### src/rtl/imem_loader_if.sv
// Byte-stream input and instruction-memory write port of the boot loader.
// The "slave" modport is the loader itself: it consumes the byte stream and
// drives the memory write port. The "master" modport is the opposite side:
// the byte source together with the instruction memory that observes writes.
interface imem_loader_if #(
   parameter int ADDR_W = 8
);

   logic              in_valid;
   logic [7:0]        in_data;
   logic              in_ready;
   logic              imem_wr_enb;
   logic [ADDR_W-1:0] imem_wr_addr;
   logic [31:0]       imem_wr_data;

   modport master (
      output in_valid,
      output in_data,
      input  in_ready,
      input  imem_wr_enb,
      input  imem_wr_addr,
      input  imem_wr_data
   );

   modport slave (
      input  in_valid,
      input  in_data,
      output in_ready,
      output imem_wr_enb,
      output imem_wr_addr,
      output imem_wr_data
   );

endinterface

### src/rtl/imem_loader.sv
// Boot-time program loader placed in front of the instruction memory.
// It takes a framed byte stream (16-bit word count, 4*N payload bytes sent
// MSB first, XOR checksum byte), writes big-endian 32-bit words to word
// addresses 0..N-1, and raises cpu_run once the checksum matches. The CPU
// clock enable hangs off cpu_run, so the core sits idle while loading.
module imem_loader #(
   parameter int ADDR_W = 8
) (
   input  logic              clk,
   input  logic              rst_n,
   input  logic              reload,
   imem_loader_if.slave      bus,
   output logic              cpu_run,
   output logic              load_err,
   output logic [ADDR_W:0]   words_loaded
);

   typedef enum logic [2:0] {
      HDR_HI,
      HDR_LO,
      DATA,
      CSUM,
      DONE,
      ERR
   } state_t;

   state_t            state_q;
   logic [15:0]       cnt_q;
   logic [1:0]        byteIdx_q;
   logic [ADDR_W:0]   wordCnt_q;
   logic [23:0]       asm_q;
   logic [7:0]        acc_q;
   logic              wrEnb_q;
   logic [ADDR_W-1:0] wrAddr_q;
   logic [31:0]       wrData_q;
   logic              cpuRun_q;
   logic              loadErr_q;

   logic              inReady;
   logic              accept;
   logic [31:0]       wordNext;
   logic [15:0]       countFull;
   logic              oversize;
   logic              lastWord;

   // Ready only in the byte-consuming states; a reload cycle never takes a byte.
   assign inReady = ((state_q == HDR_HI) || (state_q == HDR_LO) ||
                     (state_q == DATA)   || (state_q == CSUM)) && !reload;
   assign accept  = bus.in_valid && inReady;

   // The incoming byte completes the word below the three already assembled.
   assign wordNext  = {asm_q, bus.in_data};
   assign countFull = {cnt_q[15:8], bus.in_data};

   // A count above the memory depth would wrap the address, so it is refused.
   assign oversize = {1'b0, countFull} > (17'd1 << ADDR_W);

   // The word finishing now is word N-1 when the written count will reach N.
   assign lastWord = (17'(wordCnt_q) + 17'd1) == {1'b0, cnt_q};

   assign bus.in_ready     = inReady;
   assign bus.imem_wr_enb  = wrEnb_q;
   assign bus.imem_wr_addr = wrAddr_q;
   assign bus.imem_wr_data = wrData_q;
   assign cpu_run          = cpuRun_q;
   assign load_err         = loadErr_q;
   assign words_loaded     = wordCnt_q;

   // Frame parser: header, payload assembly, checksum and the sticky end states.
   always_ff @(posedge clk or negedge rst_n) begin
      if (!rst_n) begin
         state_q   <= HDR_HI;
         cnt_q     <= '0;
         byteIdx_q <= '0;
         wordCnt_q <= '0;
         asm_q     <= '0;
         acc_q     <= '0;
         wrEnb_q   <= 1'b0;
         wrAddr_q  <= '0;
         wrData_q  <= '0;
         cpuRun_q  <= 1'b0;
         loadErr_q <= 1'b0;
      end else begin
         wrEnb_q <= 1'b0;
         if (reload) begin
            state_q   <= HDR_HI;
            cnt_q     <= '0;
            byteIdx_q <= '0;
            wordCnt_q <= '0;
            asm_q     <= '0;
            acc_q     <= '0;
            cpuRun_q  <= 1'b0;
            loadErr_q <= 1'b0;
         end else if (accept) begin
            case (state_q)
               HDR_HI: begin
                  cnt_q[15:8] <= bus.in_data;
                  acc_q       <= acc_q ^ bus.in_data;
                  state_q     <= HDR_LO;
               end
               HDR_LO: begin
                  cnt_q[7:0] <= bus.in_data;
                  acc_q      <= acc_q ^ bus.in_data;
                  if (oversize) begin
                     state_q   <= ERR;
                     loadErr_q <= 1'b1;
                  end else if (countFull == 16'd0) begin
                     state_q <= CSUM;
                  end else begin
                     state_q <= DATA;
                  end
               end
               DATA: begin
                  acc_q     <= acc_q ^ bus.in_data;
                  asm_q     <= wordNext[23:0];
                  byteIdx_q <= byteIdx_q + 2'd1;
                  if (byteIdx_q == 2'd3) begin
                     wrEnb_q   <= 1'b1;
                     wrAddr_q  <= wordCnt_q[ADDR_W-1:0];
                     wrData_q  <= wordNext;
                     wordCnt_q <= wordCnt_q + 1'b1;
                     if (lastWord) begin
                        state_q <= CSUM;
                     end
                  end
               end
               CSUM: begin
                  if (bus.in_data == acc_q) begin
                     state_q  <= DONE;
                     cpuRun_q <= 1'b1;
                  end else begin
                     state_q   <= ERR;
                     loadErr_q <= 1'b1;
                  end
               end
               default: begin
               end
            endcase
         end
      end
   end

endmodule

### src/flat_wrapper.sv
// flat-port wrapper written by rule: the top's interface ports become plain ports
module imem_loader_flat 
#(
   parameter int ADDR_W = 8
)
  (clk, rst_n, reload, cpu_run, load_err, words_loaded, bus_in_valid, bus_in_data, bus_in_ready, bus_imem_wr_enb, bus_imem_wr_addr, bus_imem_wr_data);
  imem_loader_if #(.ADDR_W(ADDR_W)) bus_i ();
  input  logic clk;
  input  logic rst_n;
  input  logic reload;
  output logic cpu_run;
  output logic load_err;
  output logic [ADDR_W:0] words_loaded;
  input wire logic [$bits(bus_i.in_valid)-1:0] bus_in_valid;
  input wire logic [$bits(bus_i.in_data)-1:0] bus_in_data;
  output wire logic [$bits(bus_i.in_ready)-1:0] bus_in_ready;
  output wire logic [$bits(bus_i.imem_wr_enb)-1:0] bus_imem_wr_enb;
  output wire logic [$bits(bus_i.imem_wr_addr)-1:0] bus_imem_wr_addr;
  output wire logic [$bits(bus_i.imem_wr_data)-1:0] bus_imem_wr_data;
  assign bus_i.in_valid = bus_in_valid;
  assign bus_i.in_data = bus_in_data;
  assign bus_in_ready = bus_i.in_ready;
  assign bus_imem_wr_enb = bus_i.imem_wr_enb;
  assign bus_imem_wr_addr = bus_i.imem_wr_addr;
  assign bus_imem_wr_data = bus_i.imem_wr_data;
  imem_loader #(.ADDR_W(ADDR_W)) u_core (.clk(clk), .rst_n(rst_n), .reload(reload), .bus(bus_i), .cpu_run(cpu_run), .load_err(load_err), .words_loaded(words_loaded));
endmodule
### config.mk
export PLATFORM = sky130hd
export DESIGN_NAME = imem_loader_flat
export DESIGN_NICKNAME = d
export VERILOG_FILES = /design/src/rtl/imem_loader_if.sv /design/src/rtl/imem_loader.sv /design/src/flat_wrapper.sv
export SDC_FILE = /design/constraint.sdc
export NUM_CORES = 1
export LEC_CHECK = 0
export ABC_AREA = 1
export CORE_UTILIZATION = 57
export CTS_BUF_LIST = sky130_fd_sc_hd__clkbuf_8
export DETAILED_ROUTE_END_ITERATION = 10
export PLACE_DENSITY = 0.86
export SYNTH_ARGS = -nofsm -noshare
export SYNTH_HDL_FRONTEND = slang
export SYNTH_SLANG_ARGS = --single-unit
### constraint.sdc
create_clock -name clk -period 2.3 [get_ports clk]
set_input_delay 0.345 -clock clk [delete_from_list [all_inputs] [get_ports clk]]
set_output_delay 0.345 -clock clk [all_outputs]
set_load 0.02 [all_outputs]
---- After elaboration in Yosys (flattened, before gate mapping) ----
Cells that the tools add are included.
operators by class
  $add $sub $neg .......................... 3
  magnitude comparators ................... 1
  equality and inequality tests ........... 10
  mux-type cells .......................... 38
  bitwise logic cells ..................... 2
  reduce and logical (&&, ||, !) cells .... 28
operator list
  operator                                                                          count
  24-bit two-way mux                                                                3
  8-bit two-way mux                                                                 5
  9-bit two-way mux                                                                 4
  16-bit two-way mux                                                                2
  17-bit by 16-bit == test with 1-bit output                                        1
  16-bit by 9-bit greater-than comparator with 1-bit output, second input constant  1
  16-bit logical NOT                                                                1
  2-bit nonzero test                                                                8
  3-bit two-way mux                                                                 5
  1-bit two-way mux                                                                 14
  3-bit case mux with 4 select lines                                                1
  4-bit AND reduction                                                               3
  9-bit by 1-bit adder with 10-bit output, second input constant                    1
  9-bit by 1-bit adder with 9-bit output, second input constant                     1
  8-bit == test                                                                     1
  2-bit AND reduction                                                               4
  8-bit XOR                                                                         1
  3-bit by 2-bit == test with 1-bit output, second input constant                   2
  2-bit two-way mux                                                                 3
  3-bit by 2-bit inequality test with 1-bit output, second input constant           2
  3-bit inequality test, second input constant                                      2
  3-bit AND reduction                                                               2
  5-bit nonzero test                                                                1
  3-bit by 1-bit == test with 1-bit output, second input constant                   1
  10 further kinds                                                                  13
storage, ports and cells
  register bits after elaboration ......... 105
  input port bits ......................... 12
  output and inout bits ................... 53
  logic and storage cells ................. 94

---- Depth between registers and ports, before layout ----
Gate-level depths: netlist of run 1.
  depth in word-level cells ............... 8
  mapped depth ............................ 13
  gate-level depth less buffers ........... 13

---- Worst setup path after synthesis of run 1 ----
No wires, ideal clock.
  kind .................................... flip-flop to flip-flop
  start ................................... register u_core.wordCnt_q[0] (netlist: u_core.words_loaded[0])
  end ..................................... register u_core.state_q[0]
  arrival time ............................ 1672 ps
  required time ........................... 2235 ps
  slack ................................... 562 ps
  stages on the path, launching flop included .. 12
  path through ............................ dfrtp_1 ha_1 nand2_1 nor2_4 nand2_1 nand2_1 nand3_1 nand2_1 nand3_1 o21bai_1 nand2_1 nand2_1
between the ends
  longest elaborated chain between the ends .. 4
RTL lines
  element                                                     line                RTL
  start, declared                                             imem_loader.sv:30   logic [ADDR_W:0] wordCnt_q;
  start signal, assigned                                      imem_loader.sv:121  wordCnt_q <= wordCnt_q + 1'b1;
  9-bit by 1-bit adder with 10-bit output                     imem_loader.sv:59   assign lastWord = (17'(wordCnt_q) + 17'd1) == {1'b0, cnt_q};
  17-bit by 16-bit == test with 1-bit output                  imem_loader.sv:59
  3-bit by 2-bit inequality test with 1-bit output (no line)  -
  4-bit AND reduction (no line)                               -
  end signal, assigned                                        imem_loader.sv:72   state_q <= HDR_HI;
  end signal, assigned                                        imem_loader.sv:86   state_q <= HDR_HI;
  end signal, assigned                                        imem_loader.sv:99   state_q <= HDR_LO;
  end, declared                                               imem_loader.sv:27   state_t state_q;
No other way between the ends.
A chain may end at the register's enable or synchronous reset.

---- Worst setup path in the final report of run 1 ----
  start ................................... register u_core.state_q[2]
  end ..................................... output bus_in_ready
between the ends
  longest elaborated chain between the ends .. 5
  elaborated cells on any way between the ends .. 8
RTL lines
  element                                                                               line                RTL
  3-bit by 1-bit == test with 1-bit output / 3-bit logical NOT (equally long branches)  imem_loader.sv:47   assign inReady = ((state_q == HDR_HI) || (state_q == HDR_LO) ||
  1-bit logical OR (2 in series)                                                        imem_loader.sv:47
  1-bit logical OR *                                                                    imem_loader.sv:48   (state_q == DATA) || (state_q == CSUM)) && !reload;
  1-bit logical AND *                                                                   imem_loader.sv:48
  end, declared                                                                         flat_wrapper.sv:16  output wire logic [$bits(bus_i.in_ready)-1:0] bus_in_ready;
Mark *: on every way between the ends. The rest lies on a longest branch, timed or not.

==> results by group, run 1 <==
Logic synthesis
  – Yosys warning total: 0
  – Area fraction of the dominant cell type after synthesis: 54.9%
  – Cells after synthesis: 530
  – Post-Syn Nets: 544
  – Synth Register Bits: 105
  – Synth Area per Inst: 9.02 sq um
  – Area leader, netlist: dfrtp_1
  – Post-synth EDFFs: 0
  – Register area share after synthesis: 54.9%
  – Synth async-reset ratio: 100%
  – Post-Syn Area: 4780 sq um
  – Ys flop type: dfrtp_1
  – Synth area leaders: dfrtp_1 55%, nand2_1 10%, inv_1 5.4%
  – Post-synthesis cell type count: 29

Worst setup path
  – Setup slack, reg-to-reg: 0.32 ns
  – Critical Path Sink Type: output port
  – Critical Path RT: 1.96 ns
  – Launch point of the worst reg-to-reg path: u_core.words_loaded[0]
  – Crit-path max FO: 7
  – Crit Path Class: flip-flop to output port
  – Worst R2R Path Depth: 11
  – Worst reg2reg path endpoint: u_core.state_q[2]
  – Crit path DAT: 1.66 ns
  – CP Launch Type: flip-flop

Global routing
  – Tot GR Track Use: 24.9%
  – GR Overflow Total: 0
  – Initial antenna violation count: 0
  – First-pass GRT wire length: 16,800 microns
  – Largest net degree at the start of global routing: 50
  – Vias in the first global route: 3,632

CTS
  – Postcts setup bufs: 0
  – Num CTS Buffers: 9
  – Root Driver: clkbuf_8
  – Total clock sinks: 105
  – CTS tree: yes
  – Worst-path clk slew: 0.10 ns
  – Clk_lat worst skew: 0.37 ns
  – H-tree lvl count: 3
  – Clk buf depth: 2

Placed design
  – Detail Placement HPWL: 7300 microns
  – Cell Area, Placed: 5510 sq um
  – Port Buffer Count: 64
  – Placer congestion estimate: 0.876

Floorplan
  – IO Count: 65
  – Core footprint: 8180 sq um
  – Initial core utilization: 58.5%
  – Die H: 93.6 microns
  – Die area: 8760 sq um
  – Die Width: 93.6 microns
  – Row count: 33

Layout
  – Cell area after layout: 5710 sq um
  – Area growth syn-to-layout: 19.5%
  – Fill count: 604
  – Final nets: 614
  – FF+latch area: 2630 sq um
  – Layout cell share with drive strength beyond 1: 11.6%
  – Area of the multi-input gates: 1730 sq um
  – N_diodes: 0

Timing
  – Setup TNS: 0 ns
  – Setup violators final: 0
  – RSZ-0062 raised after global routing: false
  – Final Hold Fails: 0
  – Worst Skew: 0.00944 ns
  – Period utilisation layout: 87.3%
  – Max Freq: 498 MHz
  – Worst Max-Slew Pin Slew: 0.581 ns
  – Min Tclk post-route: 2.01 ns
  – Final slew viol count: 0
  – Relative slew margins: 61.3%

Min path
  – HP Class: flip-flop to flip-flop
  – Endpoint, Worst Hold: u_core.bus.imem_wr_data[5]
  – Hold_sp: u_core.bus.imem_wr_data[5]
  – Count of cells along the worst hold path: 2

Drt
  – Drt total wl: 9920 microns
  – Via Count: 3,772
  – Detailed Route Iter0 Violations: 249
  – Drt pass-1 iters: 5
  – Post-DRT Antenna Nets: 0
  – DRC violations left: 0
  – Routed WL per cell: 14.0 microns
  – Vias per inst: 5.31

Status
  – Status: finished clean

Power
  – Max rail drop VDD: 0.365 mV
  – Total power: 3.88 mW
  – PwrDens: 679 nW/um^2
  – Leakage: 2.61 nW

Run
  – Max-cap violations: 0
==> metal layers <==
layer / share of wire (%) / up-vias / wire length (microns) / GRT usage (%)
met5: 0 / - / 0 / 0
met4: 2.4 / 0 / 239 / 11.9
met1: 44 / 1773 / 4380 / 34.2
li1: - / 1846 / - / -
met2: 49 / 131 / 4860 / 39.7
met3: 4.5 / 22 / 447 / 3.01
==> sequential cells by signal, indices dropped and copies added (netlist names) <==
register and flops:
u_core.bus.imem_wr_data 32, u_core.asm_q 24, u_core.cnt_q 16, u_core.words_loaded 9, u_core.acc_q 8, u_core.bus.imem_wr_addr 8
u_core.state_q 3, u_core.byteIdx_q 2, u_core.bus.imem_wr_enb 1, u_core.cpu_run 1, u_core.load_err 1
==> cell type report <==
cell class / instances / area share, %
clock buffers: 11 / 2.65
inverters: 73 / 4.80
well taps: 105 / 2.30
repair buffers: 78 / 13.3
clock inverters: 5 / 0.679
multi-input cells: 333 / 30.3
flip-flops and latches: 105 / 46.0
==> placed cells by master, fill, tap and decap left out, drive strengths merged <==
cell,n
nand2,130
dfrtp,105
inv,76
o21ai,69
clkdlybuf4s50,63
nor2,43
nand3,35
o22ai,19
buf,14
mux2,12
clkbuf,11
xnor2,7
nand4,4
a21oi,4
xor2,2
ha,2
clkinvlp,2
nor3,2
o21a,1
o311ai,1
o21bai,1
o41ai,1
dlygate4sd3,1
==> cells by family after synthesis <==
group / synth area share (%)
mux: 2.83
flops: 54.9
simple gates: 18.3
fa+ha+maj: 0.523
compound gates: 12.9
buf+inv: 8.84
xor+xnor: 1.65
==> worst max-delay path: stages (launching register included) <==
cell             delay, ns
dfrtp_1               0.49
nor2_1                0.18
clkdlybuf4s50_1       0.63
==> through the flow <==
step / util (%) / hold WS [ns] / instances / worst slack [ns]
2_1_floorplan: - / 0.0494 / 530 / 0.562
3_3_place_gp: 67.4 / 0.379 / 693 / 0.204
3_5_place_dp: 67.4 / 0.381 / 693 / 0.0908
4_1_cts: 69.9 / 0.496 / 710 / 0.276
5_1_grt: 69.9 / 0.513 / 710 / 0.0979
6_report: 69.9 / 0.491 / 710 / 0.292
==> cell usage after synthesis, drive strengths merged (2+ instances only) <==
library cell  count
o21ai            69
clkbuf            4
nor3              2
nand4             4
ha                2
inv              73
nor2             43
xor2              2
o22ai            19
buf              15
a21oi             4
nand2           130
xnor2             7
mux2             12
nand3            35
dfrtp           105
==> power breakdown <==
part           total (mW)  internal [mW]  switching (mW)  leakage [nW]
Clock                1.09          0.461           0.632        0.0953
Combinational       0.711          0.298           0.413          1.11
Sequential           2.08           1.98          0.0954          1.40
Total                3.88           2.74            1.14          2.61
==> worst max-delay path by stage <==
stage	slack [ns]	startpoint	end
detailed placement	0.09	bus_in_valid	u_core.bus.imem_wr_addr[7]
CTS	0.28	u_core.state_q[2]	bus_in_ready
floorplan	0.56	u_core.words_loaded[0]	u_core.state_q[0]
global placement	0.20	bus_in_valid	u_core.bus.imem_wr_addr[7]
global route	0.1	u_core.words_loaded[0]	u_core.state_q[2]
finish	0.29	u_core.state_q[2]	bus_in_ready
==> what timing repair did <==
item | CTS | global route
hold buffers | 1 | 0
hold endpoints to repair | 43 | 0
gates resized for setup | 0 | 0
No activity file was read; power rests on OpenSTA's default activity.
==> run 2: changes to the inputs <==
--- a/config.mk
+++ b/config.mk
@@ -8,6 +8,7 @@
 export ABC_AREA = 1
 export CORE_UTILIZATION = 57
 export CTS_BUF_LIST = sky130_fd_sc_hd__clkbuf_8
+export CTS_CLUSTER_SIZE = 24
 export DETAILED_ROUTE_END_ITERATION = 10
 export PLACE_DENSITY = 0.86
 export SYNTH_ARGS = -nofsm -noshare
==> results of run 2 <==
No change in the layout: final DEF, timing and power equal those of run 1.
